File: src/rtl/double_pulse_capture.sv
// Measures an asynchronous double pulse (high1, gap, high2) in sys_clk cycles.
// Optional glitch filter on the synchronized input: DOUBLE_PULSE_CAPTURE_GLITCH_FILTER_EN.
module double_pulse_capture #(
  parameter int                CNT_W       = 21,
  parameter logic [CNT_W-1:0]  TIMEOUT_CYC = 21'd2000000
`ifdef DOUBLE_PULSE_CAPTURE_GLITCH_FILTER_EN
  , parameter int              GLITCH_CYC  = 4
`endif
) (
  input  logic             sys_clk,
  input  logic             sys_rst_n,
  input  logic             pulse_in,
  input  logic             arm,
  output logic             busy,
  output logic [CNT_W-1:0] meas_width1,
  output logic [CNT_W-1:0] meas_gap,
  output logic [CNT_W-1:0] meas_width2,
  output logic             meas_valid,
  output logic             meas_timeout
);

  typedef enum logic [2:0] {IDLE, ARMED, HIGH1, GAP, HIGH2} state_t;

  state_t           state, state_nxt;
  logic [CNT_W-1:0] cnt, cnt_nxt;
  logic [CNT_W-1:0] w1, w1_nxt, g, g_nxt;
  logic [CNT_W-1:0] width1_nxt, gap_nxt, width2_nxt;
  logic             valid_nxt, timeout_nxt;
  logic             sync_p0, sync_p1, p_s, p_d;
  logic             rise, fall, expire;

  // stage p0/p1: two-flop synchronizer
  always_ff @(posedge sys_clk or negedge sys_rst_n) begin
    if (!sys_rst_n) begin
      sync_p0 <= 1'b0;
      sync_p1 <= 1'b0;
    end else begin
      sync_p0 <= pulse_in;
      sync_p1 <= sync_p0;
    end
  end

`ifdef DOUBLE_PULSE_CAPTURE_GLITCH_FILTER_EN
  localparam int GW = $clog2(GLITCH_CYC + 1);
  logic [GW-1:0] gcnt;
  logic          filt;

  // filtered level follows sync_p1 only after GLITCH_CYC consecutive differing cycles
  always_ff @(posedge sys_clk or negedge sys_rst_n) begin
    if (!sys_rst_n) begin
      gcnt <= '0;
      filt <= 1'b0;
    end else if (sync_p1 == filt) begin
      gcnt <= '0;
    end else if (gcnt == GW'(GLITCH_CYC - 1)) begin
      filt <= sync_p1;
      gcnt <= '0;
    end else begin
      gcnt <= gcnt + 1'b1;
    end
  end

  assign p_s = filt;
`else
  assign p_s = sync_p1;
`endif

  // stage p2: edge detect against the one-cycle delayed level
  always_ff @(posedge sys_clk or negedge sys_rst_n) begin
    if (!sys_rst_n) p_d <= 1'b0;
    else            p_d <= p_s;
  end

  assign rise   = p_s & ~p_d;
  assign fall   = ~p_s & p_d;
  assign expire = (cnt == TIMEOUT_CYC);
  assign busy   = (state != IDLE);

  always_comb begin
    state_nxt   = state;
    cnt_nxt     = cnt;
    w1_nxt      = w1;
    g_nxt       = g;
    width1_nxt  = meas_width1;
    gap_nxt     = meas_gap;
    width2_nxt  = meas_width2;
    valid_nxt   = 1'b0;
    timeout_nxt = 1'b0;
    case (state)
      IDLE: begin
        // a strobe cycle is still "busy" from the requester's point of view
        if (arm && !meas_valid && !meas_timeout) state_nxt = ARMED;
      end
      ARMED: begin
        if (rise) begin
          state_nxt = HIGH1;
          cnt_nxt   = CNT_W'(1);
        end
      end
      HIGH1: begin
        if (fall) begin
          w1_nxt    = cnt;
          cnt_nxt   = CNT_W'(1);
          state_nxt = GAP;
        end else if (expire) begin
          timeout_nxt = 1'b1;
          state_nxt   = IDLE;
        end else begin
          cnt_nxt = cnt + 1'b1;
        end
      end
      GAP: begin
        if (rise) begin
          g_nxt     = cnt;
          cnt_nxt   = CNT_W'(1);
          state_nxt = HIGH2;
        end else if (expire) begin
          timeout_nxt = 1'b1;
          state_nxt   = IDLE;
        end else begin
          cnt_nxt = cnt + 1'b1;
        end
      end
      HIGH2: begin
        if (fall) begin
          width1_nxt = w1;
          gap_nxt    = g;
          width2_nxt = cnt;
          valid_nxt  = 1'b1;
          state_nxt  = IDLE;
        end else if (expire) begin
          timeout_nxt = 1'b1;
          state_nxt   = IDLE;
        end else begin
          cnt_nxt = cnt + 1'b1;
        end
      end
      default: state_nxt = IDLE;
    endcase
  end

  always_ff @(posedge sys_clk or negedge sys_rst_n) begin
    if (!sys_rst_n) begin
      state        <= IDLE;
      cnt          <= '0;
      w1           <= '0;
      g            <= '0;
      meas_width1  <= '0;
      meas_gap     <= '0;
      meas_width2  <= '0;
      meas_valid   <= 1'b0;
      meas_timeout <= 1'b0;
    end else begin
      state        <= state_nxt;
      cnt          <= cnt_nxt;
      w1           <= w1_nxt;
      g            <= g_nxt;
      meas_width1  <= width1_nxt;
      meas_gap     <= gap_nxt;
      meas_width2  <= width2_nxt;
      meas_valid   <= valid_nxt;
      meas_timeout <= timeout_nxt;
    end
  end

endmodule
File: config.mk
export PLATFORM = sky130hd
export DESIGN_NAME = double_pulse_capture
export DESIGN_NICKNAME = d
export VERILOG_FILES = /design/src/rtl/double_pulse_capture.sv
export SDC_FILE = /design/constraint.sdc
export NUM_CORES = 1
export LEC_CHECK = 0
export CORE_MARGIN = 4
export CORE_UTILIZATION = 40
export DETAILED_ROUTE_END_ITERATION = 10
export GPL_TIMING_DRIVEN = 0
export SLEW_MARGIN = 40
export SYNTH_ARGS = -nofsm -noshare
export SYNTH_HDL_FRONTEND = slang
export SYNTH_SLANG_ARGS = --single-unit
File: constraint.sdc
create_clock -name sys_clk -period 2.1 [get_ports sys_clk]
set_clock_uncertainty 0.1 [all_clocks]
set_input_delay 0.63 -clock sys_clk [delete_from_list [all_inputs] [get_ports sys_clk]]
set_output_delay 0.63 -clock sys_clk [all_outputs]
set_load 0.02 [all_outputs]
# After elaboration in Yosys (flattened, before gate mapping)
# Cells that the tools add are included.
[totals]
word_cells = 57
regBits = 134
inputBits = 4
output_inout_bits = 66
[classes]
mux = 19
reduce_logical = 13
n_eq_ne = 8
bitwise = 4
n_addsub = 1
[op_table]
columns = ["operator", "count"]
rows = [
  ["$mux W21", 5],
  ["$pmux W21 S4", 1],
  ["$add A21 B1 Y21 const B", 1],
  ["$eq A21 B21 Y1 const B", 1],
  ["$mux W3", 6],
  ["$pmux W3 S5", 1],
  ["$reduce_and A2 Y1", 4],
  ["$eq A3 B2 Y1 const B", 2],
  ["$ne A2 B2 Y1 const B", 3],
  ["$mux W1", 5],
  ["$reduce_bool A4 Y1", 1],
  ["$eq A3 B1 Y1 const B", 1],
  ["$eq A3 B3 Y1 const B", 1],
  ["$logic_not A3 Y1", 1],
  ["$reduce_and A3 Y1", 1],
  ["$reduce_bool A3 Y1", 1],
  ["$and A1 B1 Y1", 2],
  ["$logic_and A1 B1 Y1", 2],
  ["$logic_not A1 Y1", 2],
  ["$not A1 Y1", 2],
  ["$pmux W1 S2", 1],
  ["$reduce_or A2 Y1", 1],
]

# Longest topological paths before layout
# Gate-level depths: netlist (run 1).
[depth]
depth_word = 5
ltp_mapped = 8
mapped_depth_nobuf = 7

# Worst setup path before layout (run 1)
# Ideal clock, no wire load.
[synth_timing]
path_type = "register -> register"
startpoint = "register state[2]"
endpoint = "register w1[10]"
stages_incl_launch_ff = 7
path_slack_ps = 286
path_buffers = 3
arrival_time_ps = 1590
cell_sequence = "dfrtp_1 -> buf_2 -> nand2b_1 -> or3_1 -> clkbuf_1 -> buf_2 -> mux2_2"
[synth_via]
elab_chain_cells = 2
[synth_lines]
columns = ["item", "line_no", "source"]
rows = [
  ["start: declaration", "24", "state_t state, state_nxt;"],
  ["start signal: assignment", "154", "state <= state_nxt;"],
  ["$eq A3 B2 Y1", "89", "case (state)"],
  ["$reduce_and A2 Y1 (no source line)", "-", ""],
  ["end signal: assignment", "156", "w1 <= w1_nxt;"],
  ["end: declaration", "26", "logic [CNT_W-1:0] w1, w1_nxt, g, g_nxt;"],
]
# No other way between the ends.
# A chain may end at the register's enable or synchronous reset.

# Worst setup path in the final report (run 1)
[layout_timing]
startpoint = "register state[1]"
endpoint = "output busy"
[layout_via]
elab_chain_cells = 1
[layout_lines]
columns = ["item", "line_no", "source"]
rows = [
  ["$reduce_bool A3 Y1", "77", "assign busy = (state != IDLE);"],
  ["end: declaration", "14", "output logic busy,"],
]
# No other way between the ends.

==> results_tabular.tex, run 1 <==
\begin{tabular}{lr}
\hline
Metric & Value \\
\hline
\multicolumn{2}{l}{\textbf{Drt}} \\
\quad Iter 0 DRT Violations & 184 \\
\quad Detailed-route via count & 3821 \\
\quad Number of vias per cell after detailed routing & 5.00 \\
\quad Antenna-violating nets left & 0 \\
\quad Average wire per standard cell & 16.3 um \\
\quad Number of detailed-routing iterations run before antenna repair & 4 \\
\quad DRC violation count after routing & 0 \\
\quad Routed Wire Length & 12.4 mm \\
\multicolumn{2}{l}{\textbf{Logic synthesis}} \\
\quad Ys async rst share & 100\% \\
\quad Dominant cell type by area after synthesis & sky130\_fd\_sc\_hd\_\_dfrtp\_1 \\
\quad Top flip-flop cell by instance count after synthesis & sky130\_fd\_sc\_hd\_\_dfrtp\_1 \\
\quad Synth Net Count & 489 \\
\quad Largest cells by area after synthesis & sky130\_fd\_sc\_hd\_\_dfrtp\_1, sky130\_fd\_sc\_hd\_\_mux2\_2, sky130\_fd\_sc\_hd\_\_nand2\_1 \\
\quad Synthesized area per cell & 11.3 um2 \\
\quad Mapped Area & 5480 um2 \\
\quad Number of distinct standard cells referenced by the synthesized netlist & 44 \\
\quad Warnings, synthesis & 0 \\
\quad Synth Register Bits & 134 \\
\quad Area fraction of the dominant cell type after synthesis & 61.2\% \\
\quad Gate count after technology mapping & 483 \\
\quad Number of enable-type register cells in the synthesized netlist & 0 \\
\quad Seq/Total Area, Yosys & 61.2\% \\
\multicolumn{2}{l}{\textbf{Layout}} \\
\quad Share of final-layout standard cells stronger than drive strength 1 & 23.5\% \\
\quad Count of nets after finishing & 582 \\
\quad Final Non-Filler Cells & 764 \\
\quad Area added between synthesis and finish & 30.4\% \\
\quad Total of fill cells in the finished design & 1240 \\
\quad Total area of multi-input combinational cells & 2070 um2 \\
\quad Post-route cell area & 7150 um2 \\
\quad Antenna diodes & 0 \\
\quad FF+latch area & 3350 um2 \\
\multicolumn{2}{l}{\textbf{Placed design}} \\
\quad Hpwl dp & 8.42 mm \\
\quad Final GP Congestion & 0.893 \\
\quad Count of buffers inserted at the top-level ports & 69 \\
\quad Placed Instances & 730 \\
\quad DP Area & 6450 um2 \\
\quad Worst-case setup slack after placement & -0.241 ns \\
\multicolumn{2}{l}{\textbf{Setup path}} \\
\quad Cell-by-cell trace of the critical path & buf\_6, or3\_4, buf\_6 \\
\quad CP dominant cell by count & sky130\_fd\_sc\_hd\_\_buf\_6 \\
\quad Critical Path End Type & primary output \\
\quad Critical-path cell with the highest stage delay & sky130\_fd\_sc\_hd\_\_dfrtp\_1 \\
\quad Critical path's largest stage delay & 0.40 ns \\
\quad Crit path required time & 1.37 ns \\
\quad Largest fanout of any net on the critical path & 7 \\
\quad Critical path launch point type & flop \\
\quad Arr. time, crit path & 1.46 ns \\
\quad Path type of the worst setup path & reg2out \\
\multicolumn{2}{l}{\textbf{Floorplan}} \\
\quad Initial Utilization & 41.0\% \\
\quad Top-level I/O count & 70 \\
\quad Standard-cell rows & 42 \\
\quad Die width & 125 um \\
\quad Core footprint & 13300 um2 \\
\quad Die outline area & 15600 um2 \\
\quad Die height & 125 um \\
\multicolumn{2}{l}{\textbf{Run status}} \\
\quad Violated checks & setup timing \\
\quad Run status & finished with violations \\
\multicolumn{2}{l}{\textbf{CTS}} \\
\quad Clock tree from TritonCTS & built \\
\quad Total clock buffers created by CTS & 17 \\
\quad Clock-pin slew on the worst setup and hold paths & 0.05 ns \\
\quad Clock root buffer & sky130\_fd\_sc\_hd\_\_clkbuf\_16 \\
\quad Total number of clock tree sinks & 134 \\
\quad Count of H-tree levels built during CTS & 4 \\
\quad Max Buffers Root-to-Sink & 2 \\
\quad Latest clock arrival within the worst-skew pair & 0.41 ns \\
\multicolumn{2}{l}{\textbf{Timing}} \\
\quad Shortest clock period the worst path allows after layout & 2.19 ns \\
\quad Number of failing hold endpoints at the final stage & 0 \\
\quad Number of endpoints failing setup at the final stage & 1 \\
\quad Max transition margin & 60.0\% \\
\quad Worst Tran Pin Value & 0.600 ns \\
\quad Unrepaired setup endpoints after global routing & yes \\
\quad Final cycle utilization of the critical path & 104\% \\
\quad Fin worst setup slack & -0.0876 ns \\
\quad Maximum clock frequency & 457 MHz \\
\quad Max Slew Vio Count & 0 \\
\multicolumn{2}{l}{\textbf{GRT}} \\
\quad First-pass GRT wire length & 20.5 mm \\
\quad Maximum number of pins on one net before global-route repair & 68 \\
\quad Antenna violations before repair & 0 \\
\quad GRT Overall Usage & 16.5\% \\
\quad Global route overflow & 0 \\
\quad Number of global-route vias before repair & 4024 \\
\multicolumn{2}{l}{\textbf{Run}} \\
\quad Number of maximum-capacitance constraint violations & 0 \\
\multicolumn{2}{l}{\textbf{Power and ir drop}} \\
\quad Total leakage power & 3.91 nW \\
\quad Max IR drop VDD & 0.502 mV \\
\quad Power density normalized to cell area & 979 nW/um2 \\
\multicolumn{2}{l}{\textbf{Worst hold path}} \\
\quad Worst hold path type & reg2reg \\
\hline
\end{tabular}
metrics by stage:
| step | hold slack [ns] | TNS, ns | total power, mW | utilization, % |
|---|---|---|---|---|
| after detailed placement | 0.236 | -5.65 | 3.87 | 48.4 |
| final | 0.247 | -0.0876 | 6.99 | 53.5 |
| after global placement | 0.237 | -656.44 | 3.81 | 47.9 |
| after floorplan | 0.231 | 0 | 3.48 | - |
| after CTS | 0.246 | -0.145 | 6.95 | 52.8 |
| after global routing | 0.248 | -0.129 | 7.30 | 53.5 |
metal layers:
layer | routed length (um) | part of all wire, % | vias up | track usage, %
met5 | 0 | 0 | - | 0
met2 | 5840 | 47 | 101 | 25.7
met4 | 323 | 2.6 | 0 | 7.46
li1 | - | - | 1806 | -
met1 | 5710 | 46 | 1884 | 21.7
met3 | 560 | 4.5 | 30 | 4.43
cell usage after synthesis (6+ instances only):
library cell,n
sky130_fd_sc_hd__nand2_1,140
sky130_fd_sc_hd__dfrtp_1,134
sky130_fd_sc_hd__mux2_2,59
sky130_fd_sc_hd__nor2_1,18
sky130_fd_sc_hd__buf_2,17
sky130_fd_sc_hd__xor2_1,13
sky130_fd_sc_hd__clkbuf_1,10
sky130_fd_sc_hd__nand3_1,10
sky130_fd_sc_hd__nand4_1,9
sky130_fd_sc_hd__o21ai_0,7
sky130_fd_sc_hd__and3_1,6
sequential cells by signal, summed over array words and instances (netlist names):
name / cells
cnt: 21
g: 21
meas_gap: 21
meas_width1: 21
meas_width2: 21
w1: 21
state: 3
meas_timeout: 1
meas_valid: 1
p_d: 1
p_s: 1
sync_p0: 1
worst paths after layout:
kind	slack, ns	from	to	cells past startpoint
hold reg to reg	0.25	sync_p0	p_s	0
setup reg to reg	0.07	state[2]	w1[15]	6
hold / removal	0.25	sync_p0	p_s	0
min in group asynchronous	0.53	sys_rst_n	meas_gap[5]	2
max in group asynchronous	0.55	sys_rst_n	meas_width2[11]	4
setup / recovery	-0.09	state[1]	busy	3
critical path: cells and delay by family, from the launching register on:
family / cells / cell delay [ns]
and+or+nand+nor: 1 / 0.38
DFF: 1 / 0.40
buffers and inverters: 2 / 0.28
layout make-up:
type | instances | share of cell area (%)
flip-flops and latches | 134 | 46.9
clock buffers | 23 | 7.11
repair buffers | 76 | 10.0
inverters | 4 | 0.228
clock inverters | 8 | 1.66
well taps | 176 | 3.08
multi-input cells | 318 | 29.0
plain buffers | 25 | 2.03
timing repair:
item / 4_1_cts / 5_1_grt
setup endpoints to repair: 131 / 89
pin swaps: 1 / 3
buffers inserted: 1 / 3
resized for setup: 80 / 24
hold endpoints to repair: 16 / 0
hold buffers: 1 / 0
placed cells by master, fill, tap and decap left out, types with 3 or more instances in the layout:
cell type and n:
sky130_fd_sc_hd__a21oi_1 4, sky130_fd_sc_hd__and2_1 3, sky130_fd_sc_hd__and3_1 6, sky130_fd_sc_hd__buf_2 10
sky130_fd_sc_hd__buf_4 6, sky130_fd_sc_hd__buf_6 3, sky130_fd_sc_hd__bufinv_16 3, sky130_fd_sc_hd__clkbuf_1 4
sky130_fd_sc_hd__clkbuf_16 17, sky130_fd_sc_hd__clkbuf_2 4, sky130_fd_sc_hd__clkbuf_4 3, sky130_fd_sc_hd__clkbuf_8 6
sky130_fd_sc_hd__clkinv_2 5, sky130_fd_sc_hd__dfrtp_1 134, sky130_fd_sc_hd__dlygate4sd2_1 64, sky130_fd_sc_hd__inv_1 3
sky130_fd_sc_hd__mux2_2 59, sky130_fd_sc_hd__mux2i_1 4, sky130_fd_sc_hd__nand2_1 140, sky130_fd_sc_hd__nand2b_1 3
sky130_fd_sc_hd__nand3_1 10, sky130_fd_sc_hd__nand4_1 9, sky130_fd_sc_hd__nor2_1 17, sky130_fd_sc_hd__o21ai_0 7
sky130_fd_sc_hd__xor2_1 13
logic make-up (layout without fill, tap and decap cells):
group,count (synthesis),count (layout),synth area share [%]
simple gates,213,213,17.3
compound gates,26,26,3.47
buf+inv,31,136,2.51
xor+xnor,14,14,2.24
fa+ha+maj,2,2,0.457
flops,134,134,61.2
mux,63,63,12.9
where the power goes:
part	leakage (nW)	internal, mW	switching, mW
clock network	0.315	2.04	1.03
logic	1.75	0.431	0.649
registers	1.85	2.73	0.114
total	3.91	5.20	1.79
No activity file was read; power rests on OpenSTA's default activity.
==> run 2: changes to the inputs <==
--- a/config.mk
+++ b/config.mk
@@ -9,7 +9,8 @@
 export CORE_UTILIZATION = 40
 export DETAILED_ROUTE_END_ITERATION = 10
 export GPL_TIMING_DRIVEN = 0
-export SLEW_MARGIN = 40
+export SLEW_MARGIN = 10
 export SYNTH_ARGS = -nofsm -noshare
 export SYNTH_HDL_FRONTEND = slang
 export SYNTH_SLANG_ARGS = --single-unit
+export TNS_END_PERCENT = 50
==> results_tabular.tex, run 2 (synthesis results as in run 1) <==
\begin{tabular}{lr}
\hline
Metric & Value \\
\hline
\multicolumn{2}{l}{\textbf{Drt}} \\
\quad DRC violation count after routing & 0 (unchanged) \\
\quad Average wire per standard cell & 16.3 um (about the same) \\
\quad Iter 0 DRT Violations & 182 (was 184) \\
\quad Number of detailed-routing iterations run before antenna repair & 4 (unchanged) \\
\quad Detailed-route via count & 3865 (was 3821) \\
\quad Routed Wire Length & 12.5 mm (was 12.4 mm) \\
\quad Number of vias per cell after detailed routing & 5.04 (was 5.00) \\
\quad Antenna-violating nets left & 0 (unchanged) \\
\multicolumn{2}{l}{\textbf{Floorplan}} \\
\quad Top-level I/O count & 70 (unchanged) \\
\quad Die outline area & 15600 um2 (unchanged) \\
\quad Standard-cell rows & 42 (unchanged) \\
\quad Initial Utilization & 41.0\% (unchanged) \\
\quad Die width & 125 um (unchanged) \\
\quad Core footprint & 13300 um2 (unchanged) \\
\quad Die height & 125 um (unchanged) \\
\multicolumn{2}{l}{\textbf{Placed design}} \\
\quad Count of buffers inserted at the top-level ports & 69 (unchanged) \\
\quad Placed Instances & 729 (was 730) \\
\quad Final GP Congestion & 0.893 (unchanged) \\
\quad DP Area & 6420 um2 (was 6450 um2) \\
\quad Hpwl dp & 8.37 mm (was 8.42 mm) \\
\multicolumn{2}{l}{\textbf{CTS}} \\
\quad Clock-pin slew on the worst setup and hold paths & 0.05 ns (about the same) \\
\quad Clock tree from TritonCTS & built (unchanged) \\
\quad Count of H-tree levels built during CTS & 4 (unchanged) \\
\quad Hold\_buf cts & 0 (was 1) \\
\quad Clock root buffer & sky130\_fd\_sc\_hd\_\_clkbuf\_16 (unchanged) \\
\quad Total number of clock tree sinks & 134 (unchanged) \\
\quad Max Buffers Root-to-Sink & 2 (unchanged) \\
\quad Latest clock arrival within the worst-skew pair & 0.42 ns (was 0.41 ns) \\
\quad Total clock buffers created by CTS & 17 (unchanged) \\
\multicolumn{2}{l}{\textbf{Run}} \\
\quad Number of maximum-capacitance constraint violations & 0 (unchanged) \\
\multicolumn{2}{l}{\textbf{Timing}} \\
\quad Shortest clock period the worst path allows after layout & 2.20 ns (was 2.19 ns) \\
\quad Fin worst setup slack & -0.0998 ns (was -0.0876 ns) \\
\quad Setup TNS & -0.0998 ns (was -0.0876 ns) \\
\quad Final cycle utilization of the critical path & 105\% (was 104\%) \\
\quad Number of endpoints failing setup at the final stage & 1 (unchanged) \\
\quad Final hold slack & 0.0567 ns (was 0.247 ns) \\
\quad Maximum clock frequency & 455 MHz (was 457 MHz) \\
\quad Worst Tran Pin Value & 0.599 ns (was 0.600 ns) \\
\quad Max Slew Vio Count & 0 (unchanged) \\
\quad Number of failing hold endpoints at the final stage & 0 (unchanged) \\
\quad Unrepaired setup endpoints after global routing & yes (unchanged) \\
\quad Max transition margin & 60.1\% (was 60.0\%) \\
\multicolumn{2}{l}{\textbf{Setup path}} \\
\quad Critical path launch point type & flop (unchanged) \\
\quad Crit path required time & 1.37 ns (about the same) \\
\quad R2R Setup Slk & 0.06 ns (was 0.07 ns) \\
\quad Depth of the worst register-to-register path & 7 (was 6) \\
\quad End of the worst register-to-register path & cnt[8] (was w1[15]) \\
\quad Critical Path End Type & primary output (unchanged) \\
\quad Launch instance of the worst register-to-register path & state[0] (was state[2]) \\
\quad Arr. time, crit path & 1.47 ns (was 1.46 ns) \\
\quad Path type of the worst setup path & reg2out (unchanged) \\
\quad Largest fanout of any net on the critical path & 7 (unchanged) \\
\multicolumn{2}{l}{\textbf{Power and ir drop}} \\
\quad Power density normalized to cell area & 968 nW/um2 (was 979 nW/um2) \\
\quad Max IR drop VDD & 0.549 mV (was 0.502 mV) \\
\quad Tot Pwr & 6.87 mW (was 6.99 mW) \\
\quad Total leakage power & 3.87 nW (was 3.91 nW) \\
\multicolumn{2}{l}{\textbf{Layout}} \\
\quad Antenna diodes & 0 (unchanged) \\
\quad Area added between synthesis and finish & 29.4\% (was 30.4\%) \\
\quad Post-route cell area & 7090 um2 (was 7150 um2) \\
\quad Share of final-layout standard cells stronger than drive strength 1 & 23.2\% (was 23.5\%) \\
\quad Most common cell after layout, fill and taps aside & sky130\_fd\_sc\_hd\_\_nand2\_1 (unchanged) \\
\quad Count of nets after finishing & 586 (was 582) \\
\quad Final Non-Filler Cells & 767 (was 764) \\
\quad Top library cells by usage in the layout, fill and taps aside & sky130\_fd\_sc\_hd\_\_nand2\_1, sky130\_fd\_sc\_hd\_\_dfrtp\_1, sky130\_fd\_sc\_hd\_\_dlygate4sd2\_1 (unchanged) \\
\multicolumn{2}{l}{\textbf{Run status}} \\
\quad Run status & finished with violations (unchanged) \\
\quad Violated checks & setup timing (unchanged) \\
\multicolumn{2}{l}{\textbf{GRT}} \\
\quad First-pass GRT wire length & 20.5 mm (about the same) \\
\quad Number of global-route vias before repair & 3964 (was 4024) \\
\quad GRT Overall Usage & 16.6\% (was 16.5\%) \\
\quad Antenna violations before repair & 0 (unchanged) \\
\quad Maximum number of pins on one net before global-route repair & 84 (was 68) \\
\quad Global route overflow & 0 (unchanged) \\
\multicolumn{2}{l}{\textbf{Worst hold path}} \\
\quad Worst hold path type & in2async (was reg2reg) \\
\hline
\end{tabular}
==> run 2: routing by layer <==
metal  track usage, %  vias to the layer above  wire length (um)
li1                 -                     1813                 -
met1             21.2                     1907              5660
met2             25.5                      113              5740
met3             5.76                       32               789
met4             7.91                        0               350
met5                0                        -                 0
==> run 2: worst max-delay path, stage by stage (launching register included) <==
cell,delay (ns)
sky130_fd_sc_hd__dfrtp_1,0.40
sky130_fd_sc_hd__buf_6,0.14
sky130_fd_sc_hd__or3_4,0.38
sky130_fd_sc_hd__buf_6,0.14
==> run 2: worst max path at each step <==
stage / from / end / slack, ns / depth (start not counted)
floorplan: state[2] / w1[10] / 0.29 / 6
global placement: sys_rst_n / g[15] / -4.87 / 1
detailed placement: p_d / g[14] / -0.25 / 4
CTS: state[1] / busy / -0.18 / 3
global route: state[1] / busy / -0.14 / 3
finish: state[1] / busy / -0.1 / 3
==> run 2: report_power, final <==
part	switching, mW	total [mW]	leakage [nW]	internal, mW
combinational	0.660	1.14	1.74	0.479
clock	1.02	2.89	0.289	1.87
sequential	0.113	2.84	1.85	2.73
==> run 2: final cells by class <==
cell class,instances,area (um2)
Buffer,25,148
Fill cell,1250,6260
Sequential cell,134,3350
Tap cell,176,220
Inverter,4,16.3
Multi-Input combinational cell,318,2060
Clock buffer,28,547
Clock inverter,2,35.0
Timing Repair Buffer,80,714
==> run 2: repair_timing <==
item	4_1_cts	5_1_grt
hold endpoints to repair	0	0
setup buffers	3	7
resized for setup	82	24
setup endpoints to repair	123	69
pin swaps	1	3
==> run 2: through the flow <==
stage | setup WS, ns | utilization [%]
after floorplan | 0.286 | -
after global placement | -4.87 | 47.9
after detailed placement | -0.247 | 48.1
after CTS | -0.176 | 52.3
after global routing | -0.140 | 53.1
final | -0.0998 | 53.1
==> run 3: changes to the inputs <==
--- a/config.mk
+++ b/config.mk
@@ -5,6 +5,7 @@
 export SDC_FILE = /design/constraint.sdc
 export NUM_CORES = 1
 export LEC_CHECK = 0
+export ABC_AREA = 1
 export CORE_MARGIN = 4
 export CORE_UTILIZATION = 40
 export DETAILED_ROUTE_END_ITERATION = 10
==> results_tabular.tex, run 3 <==
\begin{tabular}{lr}
\hline
Metric & Value \\
\hline
\multicolumn{2}{l}{\textbf{CTS}} \\
\quad Total clock buffers created by CTS & 17 (unchanged) \\
\quad Clock root buffer & sky130\_fd\_sc\_hd\_\_clkbuf\_16 (unchanged) \\
\quad Hold\_buf cts & 0 (unchanged) \\
\quad Count of H-tree levels built during CTS & 4 (unchanged) \\
\quad Latest clock arrival within the worst-skew pair & 0.41 ns (was 0.42 ns) \\
\quad Clock tree from TritonCTS & built (unchanged) \\
\quad Total number of clock tree sinks & 134 (unchanged) \\
\quad Max Buffers Root-to-Sink & 2 (unchanged) \\
\quad Clock-pin slew on the worst setup and hold paths & 0.05 ns (about the same) \\
\multicolumn{2}{l}{\textbf{Timing}} \\
\quad Setup TNS & 0 ns (was -0.0998 ns) \\
\quad Maximum clock frequency & 484 MHz (was 455 MHz) \\
\quad Unrepaired setup endpoints after global routing & yes (unchanged) \\
\quad Number of endpoints failing setup at the final stage & 0 (was 1) \\
\quad Max Slew Vio Count & 0 (unchanged) \\
\quad Final hold slack & 0.0304 ns (was 0.0567 ns) \\
\quad Final cycle utilization of the critical path & 98.4\% (was 105\%) \\
\quad Max transition margin & 68.6\% (was 60.1\%) \\
\quad Fin worst setup slack & 0.0344 ns (was -0.0998 ns) \\
\quad Worst Tran Pin Value & 0.471 ns (was 0.599 ns) \\
\quad Shortest clock period the worst path allows after layout & 2.07 ns (was 2.20 ns) \\
\quad Number of failing hold endpoints at the final stage & 0 (unchanged) \\
\multicolumn{2}{l}{\textbf{Setup path}} \\
\quad Top delay family on crit path & buffers and inverters (was flip-flops) \\
\quad Cell-by-cell trace of the critical path & clkdlybuf4s50\_1 (was buf\_6, or3\_4, buf\_6) \\
\quad Buf/Inv on CP & 1 (was 2) \\
\quad Critical path launch point type & flop (unchanged) \\
\quad Critical-path cell with the highest stage delay & sky130\_fd\_sc\_hd\_\_clkdlybuf4s50\_1 (was sky130\_fd\_sc\_hd\_\_dfrtp\_1) \\
\quad Crit path required time & 1.37 ns (about the same) \\
\quad Critical Path End Type & primary output (unchanged) \\
\quad Largest fanout of any net on the critical path & 2 (was 7) \\
\quad Critical path's largest stage delay & 0.60 ns (was 0.40 ns) \\
\quad Arr. time, crit path & 1.34 ns (was 1.47 ns) \\
\quad Path type of the worst setup path & reg2out (unchanged) \\
\multicolumn{2}{l}{\textbf{GRT}} \\
\quad Maximum number of pins on one net before global-route repair & 96 (was 84) \\
\quad Global route overflow & 0 (unchanged) \\
\quad GRT Overall Usage & 18.3\% (was 16.6\%) \\
\quad First-pass GRT wire length & 23.0 mm (was 20.5 mm) \\
\quad Number of global-route vias before repair & 4463 (was 3964) \\
\quad Antenna violations before repair & 0 (unchanged) \\
\multicolumn{2}{l}{\textbf{Placed design}} \\
\quad Hpwl dp & 9.72 mm (was 8.37 mm) \\
\quad Final GP Congestion & 0.925 (was 0.893) \\
\quad DP Area & 6490 um2 (was 6420 um2) \\
\quad Worst-case setup slack after placement & 0.0740 ns (was -0.247 ns) \\
\quad Count of buffers inserted at the top-level ports & 69 (unchanged) \\
\multicolumn{2}{l}{\textbf{Layout}} \\
\quad Total of fill cells in the finished design & 1272 (was 1250) \\
\quad Top library cells by usage in the layout, fill and taps aside & sky130\_fd\_sc\_hd\_\_nand2\_1, sky130\_fd\_sc\_hd\_\_dfrtp\_1, sky130\_fd\_sc\_hd\_\_o21ai\_0 (was sky130\_fd\_sc\_hd\_\_nand2\_1, sky130\_fd\_sc\_hd\_\_dfrtp\_1, sky130\_fd\_sc\_hd\_\_dlygate4sd2\_1) \\
\quad Area added between synthesis and finish & 26.0\% (was 29.4\%) \\
\quad Post-route cell area & 6990 um2 (was 7090 um2) \\
\quad Antenna diodes & 0 (unchanged) \\
\quad Total area of multi-input combinational cells & 1940 um2 (was 2060 um2) \\
\quad Most common cell after layout, fill and taps aside & sky130\_fd\_sc\_hd\_\_nand2\_1 (unchanged) \\
\quad Share of final-layout standard cells stronger than drive strength 1 & 7.82\% (was 23.2\%) \\
\quad Fraction of the core area covered by cells at the end of the flow & 52.2\% (was 53.1\%) \\
\quad FF+latch area & 3350 um2 (unchanged) \\
\quad Count of nets after finishing & 727 (was 586) \\
\multicolumn{2}{l}{\textbf{Logic synthesis}} \\
\quad Synthesized area per cell & 8.79 um2 (was 11.3 um2) \\
\quad Synth Net Count & 637 (was 489) \\
\quad Seq/Total Area, Yosys & 60.4\% (was 61.2\%) \\
\quad Gate count after technology mapping & 631 (was 483) \\
\quad Top flip-flop cell by instance count after synthesis & sky130\_fd\_sc\_hd\_\_dfrtp\_1 (unchanged) \\
\quad Dominant cell type by area after synthesis & sky130\_fd\_sc\_hd\_\_dfrtp\_1 (unchanged) \\
\quad Number of distinct standard cells referenced by the synthesized netlist & 33 (was 44) \\
\quad Count leader, synth & sky130\_fd\_sc\_hd\_\_nand2\_1 (unchanged) \\
\quad Mapped Area & 5550 um2 (was 5480 um2) \\
\quad Area fraction of the dominant cell type after synthesis & 60.4\% (was 61.2\%) \\
\quad Synth cell count leaders & sky130\_fd\_sc\_hd\_\_nand2\_1, sky130\_fd\_sc\_hd\_\_dfrtp\_1, sky130\_fd\_sc\_hd\_\_o21ai\_0, sky130\_fd\_sc\_hd\_\_inv\_1, sky130\_fd\_sc\_hd\_\_nor2\_1 (was sky130\_fd\_sc\_hd\_\_nand2\_1, sky130\_fd\_sc\_hd\_\_dfrtp\_1, sky130\_fd\_sc\_hd\_\_mux2\_2, sky130\_fd\_sc\_hd\_\_nor2\_1, sky130\_fd\_sc\_hd\_\_buf\_2) \\
\quad Largest cells by area after synthesis & sky130\_fd\_sc\_hd\_\_dfrtp\_1, sky130\_fd\_sc\_hd\_\_nand2\_1, sky130\_fd\_sc\_hd\_\_o21ai\_0 (was sky130\_fd\_sc\_hd\_\_dfrtp\_1, sky130\_fd\_sc\_hd\_\_mux2\_2, sky130\_fd\_sc\_hd\_\_nand2\_1) \\
\quad Synth Register Bits & 134 (unchanged) \\
\quad Warnings, synthesis & 0 (unchanged) \\
\quad Ys async rst share & 100\% (unchanged) \\
\quad Number of enable-type register cells in the synthesized netlist & 0 (unchanged) \\
\multicolumn{2}{l}{\textbf{Worst hold path}} \\
\quad Worst hold path type & in2async (unchanged) \\
\multicolumn{2}{l}{\textbf{Drt}} \\
\quad DRC violation count after routing & 0 (unchanged) \\
\quad Number of detailed-routing iterations run before antenna repair & 5 (was 4) \\
\quad Detailed-route via count & 4497 (was 3865) \\
\quad Routed Wire Length & 13.6 mm (was 12.5 mm) \\
\quad Antenna-violating nets left & 0 (unchanged) \\
\quad Number of vias per cell after detailed routing & 4.97 (was 5.04) \\
\quad Iter 0 DRT Violations & 383 (was 182) \\
\quad Average wire per standard cell & 15.1 um (was 16.3 um) \\
\multicolumn{2}{l}{\textbf{Floorplan}} \\
\quad Die height & 126 um (was 125 um) \\
\quad Core footprint & 13400 um2 (was 13300 um2) \\
\quad Initial Utilization & 41.4\% (was 41.0\%) \\
\quad Die width & 126 um (was 125 um) \\
\quad Top-level I/O count & 70 (unchanged) \\
\quad Die outline area & 15800 um2 (was 15600 um2) \\
\quad Standard-cell rows & 42 (unchanged) \\
\multicolumn{2}{l}{\textbf{Power and ir drop}} \\
\quad Total leakage power & 3.73 nW (was 3.87 nW) \\
\quad Max IR drop VDD & 0.448 mV (was 0.549 mV) \\
\quad Power density normalized to cell area & 949 nW/um2 (was 968 nW/um2) \\
\multicolumn{2}{l}{\textbf{Run}} \\
\quad Number of maximum-capacitance constraint violations & 0 (unchanged) \\
\multicolumn{2}{l}{\textbf{Run status}} \\
\quad Run status & finished, final reports clean (was finished with violations) \\
\hline
\end{tabular}
## run 3: layout make-up
type,instances,area share (%)
buffer,23,1.52
clock buffer,22,6.78
clock inverter,5,0.751
inverter,48,2.61
multi-input combinational,426,27.7
sequential,134,48.0
tap,176,3.15
timing repair buffer,71,9.50
## run 3: layer usage
metal | track usage, % | wire [um]
met1 | 24.2 | 6070
met2 | 29.2 | 6420
met3 | 4.78 | 800
met5 | 0 | 0
met4 | 6.75 | 357
## run 3: where the power goes
group,internal [mW],switching [mW]
Combinational,0.338,0.790
Clock,1.68,0.995
Sequential,2.73,0.105
Total,4.75,1.89
## run 3: worst paths after layout
kind                                startpoint              end  slack, ns  cells past startpoint
worst max-delay path            meas_width1[6]   meas_width1[6]       0.03                      1
worst max register to register        state[1]  meas_width2[17]       0.15                     10
min in group sys_clk                   sync_p0              p_s       0.25                      0
max in group asynchronous            sys_rst_n           w1[18]       1.09                      2
worst min-delay path                 sys_rst_n   meas_width2[5]       0.03                      1
worst min register to register         sync_p0              p_s       0.25                      0
## run 3: logic make-up (layout without fill, tap and decap cells)
family | Yosys count | after routing | share of synthesized area [%]
and+or+nand+nor | 331 | 331 | 25.0
DFF | 134 | 134 | 60.4
AOI/OAI and AO/OA | 90 | 90 | 8.50
buffers and inverters | 71 | 169 | 5.16
xor gates and xnor gates | 3 | 3 | 0.474
adders and majority gates | 2 | 2 | 0.451
## run 3: repair_timing
action	CTS	global route
gates cloned	0	0
gates resized for setup	62	14
buffers inserted	0	1
pin swaps	0	1
setup endpoints to repair	59	24
## run 3: stage by stage
stage / cells / total power, mW
CTS: 904 / 6.69
finish: 905 / 6.64
floorplan: 631 / 3.63
global placement: 876 / 4.00
global route: 905 / 6.96
detailed placement: 877 / 4.03
